**config.mk**
```make
export PLATFORM = sky130hd
export DESIGN_NAME = cac_array
export DESIGN_NICKNAME = d
export VERILOG_FILES = /design/src/rtl/cac_array.sv
export SDC_FILE = /design/constraint.sdc
export NUM_CORES = 1
export LEC_CHECK = 0
export ABC_AREA = 0
export BUFFER_PORTS_ARGS = -buffer_cell sky130_fd_sc_hd__buf_2
export CAP_MARGIN = 30
export CORE_MARGIN = 3
export CORE_UTILIZATION = 60
export CTS_BUF_LIST = sky130_fd_sc_hd__clkbuf_2
export DETAILED_ROUTE_END_ITERATION = 7
export PLACE_DENSITY = 0.79
export SETUP_SLACK_MARGIN = 0.2
export SLEW_MARGIN = 10
export SYNTH_ARGS = -nofsm -noshare
export SYNTH_HDL_FRONTEND = slang
export SYNTH_SLANG_ARGS = --single-unit
```
**constraint.sdc**
```tcl
create_clock -name clk -period 6.45 [get_ports clk]
set_clock_uncertainty 0.1 [all_clocks]
set_input_delay 1.29 -clock clk [delete_from_list [all_inputs] [get_ports clk]]
set_output_delay 1.29 -clock clk [all_outputs]
set_load 0.01 [all_outputs]
```
**src/rtl/cac_array.sv**
```systemverilog
// -----------------------------------------------------------------------------
// cac_array - multi-entry pipelined column/address comparator for BIRA.
//
// Holds DEPTH spare-allocation entries (address + bank tag, bank 0 = empty).
// Each accepted query is compared against every entry in parallel. The match
// vector is registered in stage S1. Stage S2 registers the hit flag, the
// lowest matching index and the optional match count, and presents them on
// the result port.
//
// Handshakes: a transfer happens on a rising edge where valid & ready are both
// high. q_ready is combinational from pipeline state and r_ready only; it never
// looks at q_valid. The producer may change q_* freely while q_ready is low.
//
// Optional feature macro: CAC_MATCH_CNT_EN
//   defined   : r_cnt is the registered popcount of r_vec
//   undefined : popcount logic removed, r_cnt tied to 0
//
// Ports
//   clk, rst              clock (rising edge), synchronous active-high reset
//   clr                   invalidate all entries (wins over wr_en)
//   wr_en/wr_idx/wr_addr/wr_bnk   entry write; wr_bnk = 0 frees the entry
//   q_valid/q_ready/q_addr/q_bnk  query port
//   r_valid/r_ready       result handshake
//   r_hit/r_vec/r_idx/r_cnt       result payload
//   vld_cnt, full         registered occupancy of the entry storage
// -----------------------------------------------------------------------------
module cac_array #(
    parameter int ADDR_W = 10,
    parameter int BANK_W = 2,
    parameter int DEPTH  = 8,
    parameter int IDX_W  = 3   // must equal $clog2(DEPTH)
) (
    input  logic              clk,
    input  logic              rst,
    input  logic              clr,
    input  logic              wr_en,
    input  logic [IDX_W-1:0]  wr_idx,
    input  logic [ADDR_W-1:0] wr_addr,
    input  logic [BANK_W-1:0] wr_bnk,
    input  logic              q_valid,
    output logic              q_ready,
    input  logic [ADDR_W-1:0] q_addr,
    input  logic [BANK_W-1:0] q_bnk,
    output logic              r_valid,
    input  logic              r_ready,
    output logic              r_hit,
    output logic [DEPTH-1:0]  r_vec,
    output logic [IDX_W-1:0]  r_idx,
    output logic [IDX_W:0]    r_cnt,
    output logic [IDX_W:0]    vld_cnt,
    output logic              full
);

    // Entry storage
    logic [ADDR_W-1:0] r_ent_addr [DEPTH];
    logic [BANK_W-1:0] r_ent_bnk  [DEPTH];
    logic [IDX_W:0]    r_vld_cnt;
    logic              r_full;

    // Pipeline stages
    logic              r_s1_valid;
    logic [DEPTH-1:0]  r_s1_vec;
    logic              r_s2_valid;
    logic [DEPTH-1:0]  r_s2_vec;
    logic              r_s2_hit;
    logic [IDX_W-1:0]  r_s2_idx;
    logic [IDX_W:0]    r_s2_cnt;

    // Combinational
    logic [DEPTH-1:0]  w_match;
    logic              w_q_fire;
    logic              w_adv;
    logic [BANK_W-1:0] w_nxt_bnk [DEPTH];
    logic [IDX_W:0]    w_nxt_cnt;
    logic              w_s1_hit;
    logic [IDX_W-1:0]  w_s1_idx;
    logic [IDX_W:0]    w_s1_cnt;

    // S2 may advance when it is empty or its result is being consumed.
    assign w_adv    = !r_s2_valid || r_ready;
    assign q_ready  = !r_s1_valid || w_adv;
    assign w_q_fire = q_valid && q_ready;

    // Parallel compare against the storage as it is before this edge's write,
    // so a same-cycle write to a matching entry is not seen by the query.
    always_comb begin
        w_match = '0;
        for (int i = 0; i < DEPTH; i++) begin
            w_match[i] = (r_ent_bnk[i] != '0) && (q_bnk != '0) &&
                         (r_ent_addr[i] == q_addr) && (r_ent_bnk[i] == q_bnk);
        end
    end

    // Next bank tags after clr/write; vld_cnt/full are counted from this so
    // they reflect storage immediately after the update edge.
    always_comb begin
        for (int i = 0; i < DEPTH; i++) begin
            w_nxt_bnk[i] = r_ent_bnk[i];
        end
        if (clr) begin
            for (int i = 0; i < DEPTH; i++) begin
                w_nxt_bnk[i] = '0;
            end
        end else if (wr_en) begin
            w_nxt_bnk[wr_idx] = wr_bnk;
        end
        w_nxt_cnt = '0;
        for (int i = 0; i < DEPTH; i++) begin
            if (w_nxt_bnk[i] != '0) begin
                w_nxt_cnt = w_nxt_cnt + (IDX_W+1)'(1);
            end
        end
    end

    always_ff @(posedge clk) begin
        if (rst) begin
            for (int i = 0; i < DEPTH; i++) begin
                r_ent_addr[i] <= '0;
                r_ent_bnk[i]  <= '0;
            end
            r_vld_cnt <= '0;
            r_full    <= 1'b0;
        end else begin
            for (int i = 0; i < DEPTH; i++) begin
                r_ent_bnk[i] <= w_nxt_bnk[i];
            end
            // clr only invalidates; addresses are left in place.
            if (wr_en && !clr) begin
                r_ent_addr[wr_idx] <= wr_addr;
            end
            r_vld_cnt <= w_nxt_cnt;
            r_full    <= (w_nxt_cnt == (IDX_W+1)'(DEPTH));
        end
    end

    // S1: register the raw match vector.
    always_ff @(posedge clk) begin
        if (rst) begin
            r_s1_valid <= 1'b0;
            r_s1_vec   <= '0;
        end else if (w_q_fire) begin
            r_s1_valid <= 1'b1;
            r_s1_vec   <= w_match;
        end else if (w_adv) begin
            r_s1_valid <= 1'b0;
        end
    end

    // Reduce the S1 vector: hit, lowest set index (0 when none), popcount.
    always_comb begin
        w_s1_hit = |r_s1_vec;
        w_s1_idx = '0;
        for (int i = DEPTH - 1; i >= 0; i--) begin
            if (r_s1_vec[i]) begin
                w_s1_idx = IDX_W'(i);
            end
        end
    end

`ifdef CAC_MATCH_CNT_EN
    always_comb begin
        w_s1_cnt = '0;
        for (int i = 0; i < DEPTH; i++) begin
            w_s1_cnt = w_s1_cnt + {{IDX_W{1'b0}}, r_s1_vec[i]};
        end
    end
`else
    assign w_s1_cnt = '0;
`endif

    // S2: result register; holds while stalled.
    always_ff @(posedge clk) begin
        if (rst) begin
            r_s2_valid <= 1'b0;
            r_s2_vec   <= '0;
            r_s2_hit   <= 1'b0;
            r_s2_idx   <= '0;
            r_s2_cnt   <= '0;
        end else if (w_adv) begin
            r_s2_valid <= r_s1_valid;
            if (r_s1_valid) begin
                r_s2_vec <= r_s1_vec;
                r_s2_hit <= w_s1_hit;
                r_s2_idx <= w_s1_idx;
                r_s2_cnt <= w_s1_cnt;
            end
        end
    end

    assign r_valid = r_s2_valid;
    assign r_hit   = r_s2_hit;
    assign r_vec   = r_s2_vec;
    assign r_idx   = r_s2_idx;
    assign r_cnt   = r_s2_cnt;
    assign vld_cnt = r_vld_cnt;
    assign full    = r_full;

endmodule
```
Word-level counts from Yosys, hierarchy flattened
Memories as Yosys holds them, arrays and structs flattened.
Cells that the tools add are included.
{ "classes": {"add_sub_neg": 7, "mul": 0, "n_div": 0, "magnitude_cmp": 2, "n_eq_ne": 17, "shift": 0, "muxes": 40, "bitwise": 9, "n_reduce_logical": 53} }
{ "ops": {"columns": ["operator", "count"], "rows": [
  ["$eq A10 B10 Y1", 8],
  ["$reduce_bool A2 Y1", 18],
  ["$mux W16", 2],
  ["$add A4 B1 Y4 const B", 7],
  ["$mux W4", 7],
  ["$logic_and A1 B1 Y1", 27],
  ["$mux W3", 9],
  ["$mux W2", 9],
  ["$bwmux W16", 1],
  ["$eq A2 B2 Y1", 8],
  ["$mux W1", 10],
  ["$mux W10", 1],
  ["$reduce_or A10 Y1", 1],
  ["$or A1 B1 Y1", 8],
  ["$reduce_or A8 Y1", 1],
  ["$demux W2 S3", 1],
  ["$eq A4 B4 Y1 const B", 1],
  ["$ge A4 B4 Y1 const B", 1],
  ["$lt A4 B1 Y1 const B", 1],
  ["$not A3 Y4", 1],
  ["$logic_not A1 Y1", 3],
  ["$logic_or A1 B1 Y1", 2],
  ["$reduce_and A2 Y1", 1]
]} }
{ "word_totals": {"ff_bits": 27, "latchBits": 0, "mem_bits_rw": 96, "mem_bits_ro": 0, "inputBits": 33, "out_inout_bits": 23, "word_cells": 138, "n_memories": 2} }
{ "memory_table": {"columns": ["memory", "depth", "width", "read_ports", "rd_ports_with_merged_regs", "write_ports", "line_no", "rtl"], "rows": [
  ["r_ent_addr", 8, 10, 8, 0, 8, "55", "logic [ADDR_W-1:0] r_ent_addr [DEPTH];"],
  ["r_ent_bnk", 8, 2, 8, 0, 8, "56", "logic [BANK_W-1:0] r_ent_bnk [DEPTH];"]
]} }

Longest topological paths before layout
{ "depth": {"ltp_word": 25, "ltp_mapped": 22, "mapped_depth_nobuf": 21} }

Worst setup path before layout
OpenSTA, ideal clock, no wires.
{ "synth_timing": {"kind": "input-to-reg", "start": "input port wr_idx[2]", "end": "register r_full (netlist: full)", "setup_ps": 86, "arrival_time_ps": 5515, "required_time_ps": 6264, "slack_ps": 749, "path_stages": 20, "path_buffers": 1, "path_cell_list": "buf_2 nor4b_2 mux2_2 or2_2 ha_1 inv_1 o21a_1 a211oi_4 inv_1 ha_1 xnor2_1 nand3_1 o21ai_0 a21oi_1 ha_1 nand2_1 xnor3_1 and3_1 a211o_1 a221oi_2"} }
{ "synth_via": {"elab_chain_len": 25, "word_cells_on_any_way": 33, "cone_classes": "add/sub: 7; order compare: 2; eq/ne: 1; mux: 13; bitwise: 1; reduce/logical: 9"} }
{ "synth_lines": {"columns": ["item", "line_no", "rtl"], "rows": [
  ["start: declaration", "37", "input logic [IDX_W-1:0] wr_idx,"],
  ["$not A3 Y4 (implied by the code) *", "105", "w_nxt_bnk[wr_idx] = wr_bnk;"],
  ["$ge A4 B4 Y1 (implied by the code) or $lt A4 B1 Y1 (tied branches)", "105", null],
  ["$logic_and A1 B1 Y1 (implied by the code)", "105", null],
  ["$mux W2 (implied by the code)", "105", null],
  ["$demux W2 S3 *", "105", null],
  ["$bwmux W16 *", "105", null],
  ["$mux W16 *", "104", "end else if (wr_en) begin"],
  ["$mux W16 *", "100", "if (clr) begin"],
  ["(+9 left out)", null, null],
  ["$mux W4", "109", "if (w_nxt_bnk[i] != '0) begin"],
  ["$add A4 B1 Y4", "110", "w_nxt_cnt = w_nxt_cnt + (IDX_W+1)'(1);"],
  ["$mux W4", "109", null],
  ["$add A4 B1 Y4", "110", null],
  ["$mux W4", "109", null],
  ["$add A4 B1 Y4", "110", null],
  ["$mux W4 *", "109", null],
  ["$eq A4 B4 Y1 *", "132", "r_full <= (w_nxt_cnt == (IDX_W+1)'(DEPTH));"],
  ["end signal: assignment", "132", null],
  ["end: declaration", "58", "logic r_full;"]
]} }
Every way passes the cells marked *; elsewhere a longest branch is shown, timed or not.
A chain may end at the register's enable or synchronous reset.

Worst setup path after layout
{ "layout_timing": {"start": "input port wr_idx[0]", "end": "register r_full (netlist: full)"} }
The elaborated chain is that of the path after synthesis.

==> results by group <==
Floorplanning
  • # IOs: 56
  • DIE AREA: roughly 0.012 sq mm
  • Die Span X: approximately 110 microns
  • Initial core utilization: approximately 63%
  • Placement Rows: 37
  • Core area: 0.0106 sq mm
  • Die Y: around 110 microns

Timing
  • Final Hold Vio Count: 0
  • Final Slew Violations: 0
  • Max Clock Freq: approximately 0.18 GHz
  • Setup violations, final: 0
  • Worst-margin pin slew: 0.926 ns
  • Period minus WS final: ~5.5 ns
  • Relative slew slack: 37.8%
  • Fin Setup TNS: 0 ns
  • RSZ-0062 raised after global routing: no
  • Final period utilization: approximately 86%

Power
  • Worst vdd ir: roughly 0.14 mV
  • Pwr Total: between 1500 and 2000 uW
  • Pwr/cell area: between 200 and 250 mW/mm^2
  • Leak pwr: around 0.0027 uW

Finish
  • Area Overhead vs Synth: 8.05%
  • Share of cells above drive strength 1: 16.3%
  • # fillers: 825
  • Layout Nets: 714
  • Post-route cell area: between 0.007 and 0.008 sq mm
  • Antenna diodes: 0
  • Fin util: 68.1%

Job
  • Max Cap Violations: 0

Placement
  • RePlAce Congestion: ~0.86
  • Post-DP HPWL: approximately 10000 microns
  • Post-DP Area: 0.00694 sq mm
  • Port bufs: just over 50

Synthesis
  • Mapped Area: 0.00669 sq mm
  • Netlist cell types: between 50 and 60
  • Yosys reg bits: between 100 and 150
  • Number of synthesized flops with an enable pin: 80
  • Synth Warn #: 0
  • Synthesized area per cell: about 10 sq um
  • Share of flip-flops with an asynchronous set or reset: 0%
  • Synth Flop Type: edfxtp_1
  • Sequential fraction of the synthesis area: between 40% and 50%
  • Synthesized instance count: 641

Clock network
  • Worst skew pair latency: 0.64 ns
  • Clock Pin Slew Worst Setup and Hold Paths: 0.20 ns
  • H-tree depth: 4
  • CTS Buffer Depth: 2
  • Clk root buf: clkbuf_2
  • # resized after CTS: 0
  • Clock tree sinks: about 120
  • Hold-fix buffers at CTS: 0
  • CTS Buf Count: 17
  • CTS tree: yes
  • Post-CTS Setup Bufs: 0

Worst setup path
  • Critical path required time: about 7 ns
  • Worst-path cell chain: buf_2, nor4b_2, mux2_2, or2_2, ha_1, inv_1, o21a_1, a211oi_4, inv_1, ha_1, xnor2_1, nand3_1, o21ai_0, a21oi_1, ha_1, nand2_1, xnor3_1, and3_1, a211o_1, a221oi_2
  • Critical path class: in2reg
  • CP Buf/Inv Count: 3
  • Crit path top cell by count: ha_1
  • WP data arrival: between 5 and 6 ns
  • CP Max Fanout: 12
  • Max incr delay on CP: around 0.5 ns
  • Worst path slowest cell: nor4b_2
  • Delay-heaviest family, CP: compound AO/OA/AOI/OAI gates
  • Critical Path Source Type: input port
  • CP Capture Type: flip-flop

Global route
  • First-pass GRT wire length: 24000 microns
  • Largest net degree at the start of global routing: 38
  • Global Route Usage Sum: 25.0%
  • Vias in the first global route: ~4600
  • GRT met3 Usage: roughly 4.8%
  • Grt met2 use: 41.6%
  • Met1 usage: 32.7%
  • Most Crowded Layer GR: met2
  • Total gr overflow: 0
  • Initial antenna violation count: 0

Min path
  • Worst hold path class: reg2reg

Drt
  • Routed Antenna Nets: 0
  • Routed wire length: 15400 microns
  • TritonRoute pass-1 iters: 5
  • Via count: a little under 5000
  • Drt wl/cell: around 19 microns
  • Vias per inst: 5.84
  • Initial DRC Count: approximately 380
  • DR DRC count: 0

Outcome
  • Outcome: finished, final reports clean
## state kept, by name, summed over array words and instances, names as in the netlist
signal	cells
r_hit	1
r_valid	1
r_s1_valid	1
r_ent_addr	80
r_idx	3
vld_cnt	4
r_ent_bnk	16
r_vec	8
r_s1_vec	8
full	1
## Yosys cell counts, types with 3 or more instances
cell type | number | area (sq um)
a21oi_1 | 30 | 150
a31oi_1 | 8 | 50.1
and2_1 | 80 | 500
buf_2 | 5 | 25.0
buf_4 | 5 | 37.5
clkbuf_1 | 28 | 105
dfxtp_1 | 43 | 861
edfxtp_1 | 80 | 2400
ha_1 | 7 | 87.6
inv_1 | 10 | 37.5
mux2i_1 | 17 | 170
nand2_1 | 39 | 146
nand2b_1 | 3 | 18.8
nand3_1 | 14 | 70.1
nand4_1 | 10 | 62.6
nand4b_1 | 3 | 26.3
nor2_1 | 56 | 210
nor2b_1 | 4 | 25.0
nor3_1 | 7 | 35.0
nor4_1 | 19 | 119
o21ai_0 | 8 | 40.0
o21bai_1 | 6 | 45.0
or2_2 | 13 | 81.3
xnor2_1 | 61 | 534
xor2_1 | 41 | 359
## logic make-up after synthesis
family	count (synthesis)	share of synthesized area, %
buffers and inverters	52	3.41
AOI/OAI and AO/OA	67	6.55
xor gates and xnor gates	105	14.3
other	1	0.0561
and+or+nand+nor	263	21.6
adders and majority gates	7	1.31
muxes	23	3.97
DFF	123	48.8
## metal layers
metal,up-vias,share of wire [%]
met2,210,49
met3,28,7.5
li1,2274,-
met1,2294,41
met5,-,0
met4,0,2.6
## worst reg2reg max path, cell delays in order (launching register included)
cell      delay, ns
dfxtp_1        0.42
nor2_1         0.07
mux2_2         0.28
or2_2          0.30
ha_1           0.37
inv_1          0.13
o21a_1         0.15
a211oi_4       0.43
inv_1          0.09
ha_1           0.33
xnor2_1        0.19
nand3_1        0.09
o21ai_0        0.09
a21oi_1        0.06
ha_1           0.20
nand2_1        0.06
xnor3_1        0.29
and3_1         0.22
a211o_1        0.33
a221oi_2       0.25
## layout by cell type (no fill, tap or decap), types with 3 or more instances in the layout
master	synthesis	routed
nor2_1	56	56
or2_2	13	13
dfxtp_1	43	43
xor2_1	41	41
nand2_1	39	39
clkbuf_2	0	18
nand4_1	10	10
nor2b_1	4	4
nand4b_1	3	3
a31oi_1	8	8
clkinv_4	0	4
o21ai_0	8	8
inv_1	10	10
xnor2_1	61	61
ha_1	7	7
a21oi_1	30	30
nand3_1	14	14
nand2b_1	3	3
nor4_1	19	19
conb_1	1	4
o21bai_1	6	6
edfxtp_1	80	80
and2_1	80	80
mux2i_1	17	17
bufinv_16	0	4
buf_2	5	52
nor3_1	7	7
## layout make-up
cell class	instances	area (sq um)	share of cell area (%)
flip-flops and latches	123	3260	45.2
multi-input cells	469	3210	44.4
repair buffers	52	260	3.60
clock inverters	14	193	2.67
well taps	136	170	2.36
clock buffers	18	90.1	1.25
inverters	11	41.3	0.572
## power breakdown
| group | internal, uW | switching, uW |
|---|---|---|
| combinational | 67.7 | 110 |
| clock | 258 | 303 |
| sequential | 870 | 15.6 |
## worst paths after layout
path	from	endpoint	slack, ns	depth (start not counted)
hold / removal	r_vec[2]	r_vec[2]	0.37	2
setup reg to reg	r_ent_bnk[0][0]	full	1.91	19
setup / recovery	wr_idx[0]	full	0.93	20
hold reg to reg	r_vec[2]	r_vec[2]	0.37	2
## per-stage QoR
stage	hold WS, ns	cells	setup WS (ns)
floorplan	0.364	644	0.749
global placement	0.339	790	0.529
detailed placement	0.348	790	0.342
CTS	0.369	822	0.995
global route	0.381	823	0.714
finish	0.365	823	0.929
No activity file was read; power rests on OpenSTA's default activity.
